### src/rtl/parameters.sv
`default_nettype none
// ============================================================================
// parameters.sv - Shared bus widths for the Wishbone master.
// Revision: 1.0
// ============================================================================
`ifndef ADDR_WIDTH
`define ADDR_WIDTH 16
`endif
`ifndef DATA_WIDTH
`define DATA_WIDTH 32
`endif
`default_nettype wire

### src/rtl/wb_master.sv
`default_nettype none
// ============================================================================
// wb_master - Wishbone classic burst master (1..16 beats, incrementing addr).
// Optional stall timeout: define WB_MASTER_TIMEOUT_EN.
// Revision: 1.0
// ============================================================================
`ifndef ADDR_WIDTH
`define ADDR_WIDTH 16
`endif
`ifndef DATA_WIDTH
`define DATA_WIDTH 32
`endif

module wb_master #(
  parameter int TIMEOUT_CYCLES = 16
) (
  input  logic                   clk_i,
  input  logic                   rst_i,
  input  logic                   cmd_valid_i,
  output logic                   cmd_ready_o,
  input  logic                   cmd_we_i,
  input  logic [`ADDR_WIDTH-1:0] cmd_adr_i,
  input  logic [3:0]             cmd_len_i,
  input  logic [`DATA_WIDTH-1:0] wdata_i,
  input  logic                   wdata_valid_i,
  output logic                   wdata_ready_o,
  output logic [`DATA_WIDTH-1:0] rdata_o,
  output logic                   rdata_valid_o,
  output logic                   done_o,
  output logic                   err_o,
  output logic [`ADDR_WIDTH-1:0] adr_o,
  output logic [`DATA_WIDTH-1:0] dat_o,
  output logic                   we_o,
  output logic                   cyc_o,
  output logic                   stb_o,
  input  logic [`DATA_WIDTH-1:0] dat_i,
  input  logic                   ack_i
);

  localparam int         c_aw     = `ADDR_WIDTH;
  localparam logic [0:0] c_idle   = 1'b0;
  localparam logic [0:0] c_active = 1'b1;

  logic [0:0] r_state;
  logic [3:0] r_beats;

  logic w_cmd_acc;
  logic w_wbeat_acc;
  logic w_beat_done;
  logic w_last;
  logic w_timeout;

  // The done cycle is held off from accepting so bursts never abut.
  assign cmd_ready_o   = (r_state == c_idle) & ~done_o;
  assign wdata_ready_o = (r_state == c_active) & we_o & ~stb_o;

  assign w_cmd_acc   = cmd_valid_i & cmd_ready_o;
  assign w_wbeat_acc = wdata_valid_i & wdata_ready_o;
  assign w_beat_done = stb_o & ack_i;
  assign w_last      = (r_beats == 4'd0);

`ifdef WB_MASTER_TIMEOUT_EN
  localparam int                    c_stall_w    = $clog2(TIMEOUT_CYCLES + 1);
  localparam logic [c_stall_w-1:0]  c_stall_last = c_stall_w'(TIMEOUT_CYCLES - 1);

  logic [c_stall_w-1:0] r_stall;

  // Restart counting whenever a strobe is raised or a beat completes.
  always_ff @(posedge clk_i) begin
    if (rst_i) begin
      r_stall <= '0;
    end else if (w_cmd_acc | w_wbeat_acc | w_beat_done) begin
      r_stall <= '0;
    end else if (stb_o) begin
      r_stall <= r_stall + c_stall_w'(1);
    end
  end

  assign w_timeout = stb_o & ~ack_i & (r_stall == c_stall_last);

  always_ff @(posedge clk_i) begin
    if (rst_i) begin
      err_o <= 1'b0;
    end else begin
      err_o <= (r_state == c_active) & w_timeout;
    end
  end
`else
  assign w_timeout = 1'b0;
  assign err_o     = 1'b0;
`endif

  always_ff @(posedge clk_i) begin
    if (rst_i) begin
      r_state       <= c_idle;
      r_beats       <= 4'd0;
      cyc_o         <= 1'b0;
      stb_o         <= 1'b0;
      we_o          <= 1'b0;
      adr_o         <= '0;
      dat_o         <= '0;
      rdata_o       <= '0;
      rdata_valid_o <= 1'b0;
      done_o        <= 1'b0;
    end else begin
      rdata_valid_o <= 1'b0;
      done_o        <= 1'b0;
      case (r_state)
        c_idle: begin
          if (w_cmd_acc) begin
            r_state <= c_active;
            cyc_o   <= 1'b1;
            stb_o   <= ~cmd_we_i;
            we_o    <= cmd_we_i;
            adr_o   <= cmd_adr_i;
            r_beats <= cmd_len_i;
          end
        end
        c_active: begin
          if (w_beat_done) begin
            if (!we_o) begin
              rdata_o       <= dat_i;
              rdata_valid_o <= 1'b1;
            end
            if (w_last) begin
              r_state <= c_idle;
              cyc_o   <= 1'b0;
              stb_o   <= 1'b0;
              done_o  <= 1'b1;
            end else begin
              adr_o   <= adr_o + c_aw'(1);
              r_beats <= r_beats - 4'd1;
              // Writes wait for the next data beat; reads keep strobing.
              if (we_o) begin
                stb_o <= 1'b0;
              end
            end
          end else if (w_timeout) begin
            r_state <= c_idle;
            cyc_o   <= 1'b0;
            stb_o   <= 1'b0;
            done_o  <= 1'b1;
          end else if (w_wbeat_acc) begin
            dat_o <= wdata_i;
            stb_o <= 1'b1;
          end
        end
        default: r_state <= c_idle;
      endcase
    end
  end

endmodule

`default_nettype wire

### config.mk
export PLATFORM = sky130hd
export DESIGN_NAME = wb_master
export DESIGN_NICKNAME = d
export VERILOG_FILES = /design/src/rtl/parameters.sv /design/src/rtl/wb_master.sv
export SDC_FILE = /design/constraint.sdc
export NUM_CORES = 1
export LEC_CHECK = 0
export ABC_AREA = 1
export CORE_ASPECT_RATIO = 1.2
export CORE_UTILIZATION = 40
export DETAILED_ROUTE_END_ITERATION = 8
export GPL_TIMING_DRIVEN = 0
export PLACE_DENSITY_LB_ADDON = 0.2
export SKIP_CTS_REPAIR_TIMING = 1
export SYNTH_ARGS = -nofsm -noshare
export SYNTH_HDL_FRONTEND = slang
export SYNTH_SLANG_ARGS = --single-unit
export TNS_END_PERCENT = 30
### constraint.sdc
create_clock -name clk_i -period 3.3 [get_ports clk_i]
set_clock_uncertainty 0.2 [all_clocks]
set_input_delay 0.33 -clock clk_i [delete_from_list [all_inputs] [get_ports clk_i]]
set_output_delay 0.33 -clock clk_i [all_outputs]
set_load 0.01 [all_outputs]
==> results_dict.tcl <==
set metrics [dict create \
    run_status "complete, no violations" \
    drc 0 \
    cellLeakagePower_nw 2.34 \
    yosysTopAreaCell "dfxtp_1" \
    cp.required_ns 2.77 \
    synthTopCellsByArea "dfxtp_1, nor2_1, nand2_1" \
    yosys_register_bits 90 \
    fill_cells 857 \
    grt_pass1_wl_um 18600 \
    synth_top_area_share_pct 45.8 \
    rrSetupSlack_ns 1.47 \
    synth_warnings 0 \
    synth_flop_cell "dfxtp_1" \
    slew_headroom_pct 59.7 \
    drive_gt1_share_pct 7.93 \
    via_per_inst 5.01 \
    ys_async_sr_fraction_pct 0 \
    grtUsageTotal_pct 22.7 \
    cts_buffers 9 \
    yosysSeqAreaShare_pct 45.8 \
    coreArea_um2 9560 \
    dieArea_um2 10200 \
    finalHoldViolCount 0 \
    finalSetupTns_ns 0 \
    start_kind "register" \
    rsz0062_at_grt "false" \
    area_delta_synth_final_pct 55.9 \
    num-nets-final 819 \
    synth-edff-count 0 \
    slew_viol_final 0 \
    final_antenna_net_count 0 \
    yosysMostFrequentCell "nor2_1" \
    overflow 0 \
    timing.final.crit_share_pct 72.1 \
    drt_first_pass_iters 4 \
    gp_congestion 0.856 \
    numClockSinks 90 \
    grt_max_degree 16 \
    initial_core_util_pct 41.1 \
    routedWlPerCell_um 13.6 \
    drv_cap 0 \
    power_density_nw_per_um2 497 \
    fin_util_pct 64.2 \
    synth_cell_types 35 \
    die_y_um 111 \
    clk_latency_ns 0.34 \
    syn_area_um2 3940 \
    dr_total_vias 4279 \
    path_max_fanout 10 \
    critPathKind "register to output port" \
    setup_violations 0 \
    seq_area_um2 1800 \
    io_buffers 175 \
    layout_setup_ws_ns 0.921 \
    clkSlewWorstSetupHoldPaths_ns 0.06 \
    synth.avg_cell_area_um2 7.29 \
    dp_hpwl_um 8670 \
    synthCells 540 \
    layout_min_cycle_time_ns 2.38 \
    endpoint_kind "output port" \
    arrival_ns 1.85 \
    drtIter0Drc 208 \
    boundaryPins 178 \
    clockBufferDepth 2 \
    pre_cts_slack_ns 1.14 \
    vdd_ir_drop_max_mv 0.246 \
    cts-root-buf "clkbuf_16" \
    fmax_mhz 420 \
    netlist_top_cells_count "nor2_1, dfxtp_1, nand2_1, nand3_1, a21oi_1" \
    grt_pass1_vias 4040 \
    htreeDepth 3 \
    row_count 39 \
    cts_tree "built" \
    hold_class "input pin to register" \
    die_x_um 92.5 \
    multi_input_area_um2 1820 \
    syn_nets 633 \
    finalWirelength_um 11600 \
    worst_slew_pin_slew_ns 0.604 \
    antennaDiodeCount 0 \
    antenna_found_initial 0 \
]
path summary, 6_finish.rpt:
kind | start | to | cells past startpoint
worst min-delay path | wdata_valid_i | dat_o[13] | 3
worst min register to register | dat_o[27] | dat_o[27] | 2
worst max register to register | r_beats[0] | adr_o[8] | 9
worst max-delay path | r_state | wdata_ready_o | 5
state kept, by name (all words and copies together), names as in the netlist:
signal         flops
adr_o             16
cyc_o              1
dat_o             32
done_o             1
r_beats            4
r_state            1
rdata_o           32
rdata_valid_o      1
stb_o              1
we_o               1
cells by family after synthesis:
logic type | after synthesis | synth area share (%)
buffers and inverters | 63 | 7.85
flip-flops | 90 | 45.8
AND/OR/NAND/NOR | 265 | 29.2
adder cells (fa/ha/maj) | 3 | 0.954
other | 1 | 0.0953
AO/OA/AOI/OAI | 118 | 16.2
power by group:
part           total, mW  internal [mW]  switching (mW)
Sequential          1.25           1.17          0.0820
Combinational      0.775          0.388           0.387
Clock               1.02          0.588           0.432
Total               3.05           2.15           0.901
worst max-delay path, stage by stage (launching register included):
cell and delay (ns):
dfxtp_1 0.32, buf_6 0.14, nand2_1 0.09, nor2_4 0.16, buf_2 0.23, clkdlybuf4s50_1 0.56
routing by layer:
layer  up-vias  routed length, um  track usage [%]
met5         -                  0                0
met4         0                299             10.4
met3        25                874             5.49
met2       163               5700             39.6
met1      1952               4710             25.7
li1       2139                  -                -
cell type report:
type                    instances  area share, %
inverters                      29           1.86
clock inverters                 6           1.08
clock buffers                  10           3.73
multi-input cells             387           29.7
well taps                     123           2.51
repair buffers                175           28.5
flip-flops and latches         90           29.4
plain buffers                  34           3.18
cells in the final DEF (no fill, tap or decap), types with 2 or more instances in the layout:
cell type and n:
nor2_1 101, inv_1 26, ha_1 3, o21ai_0 50, o21ai_1 4, nand3b_1 2, clkinvlp_4 3, clkbuf_2 3
nand2_1 90, buf_6 3, inv_6 2, clkbuf_16 9, nor3_1 5, clkdlybuf4s50_1 175, inv_2 2, dfxtp_1 90
nor2_2 3, a21oi_2 3, a21oi_1 51, nand4_1 4, o21ai_2 6, nor2_4 2, nand2_4 2, buf_2 11
clkbuf_1 13, buf_4 2, nand3_1 53
metrics by stage:
stage                     cell area (um^2)  total power [mW]  hold slack, ns  cells
after CTS                             6140              3.07           0.138    854
after global routing                  6140              3.20           0.163    854
after floorplan                       3940              1.69           0.257    540
after global placement                5840              2.03           0.248    838
final                                 6140              3.05           0.145    854
after detailed placement              5840              2.05           0.253    838
Power figures use the tool's default switching activity.
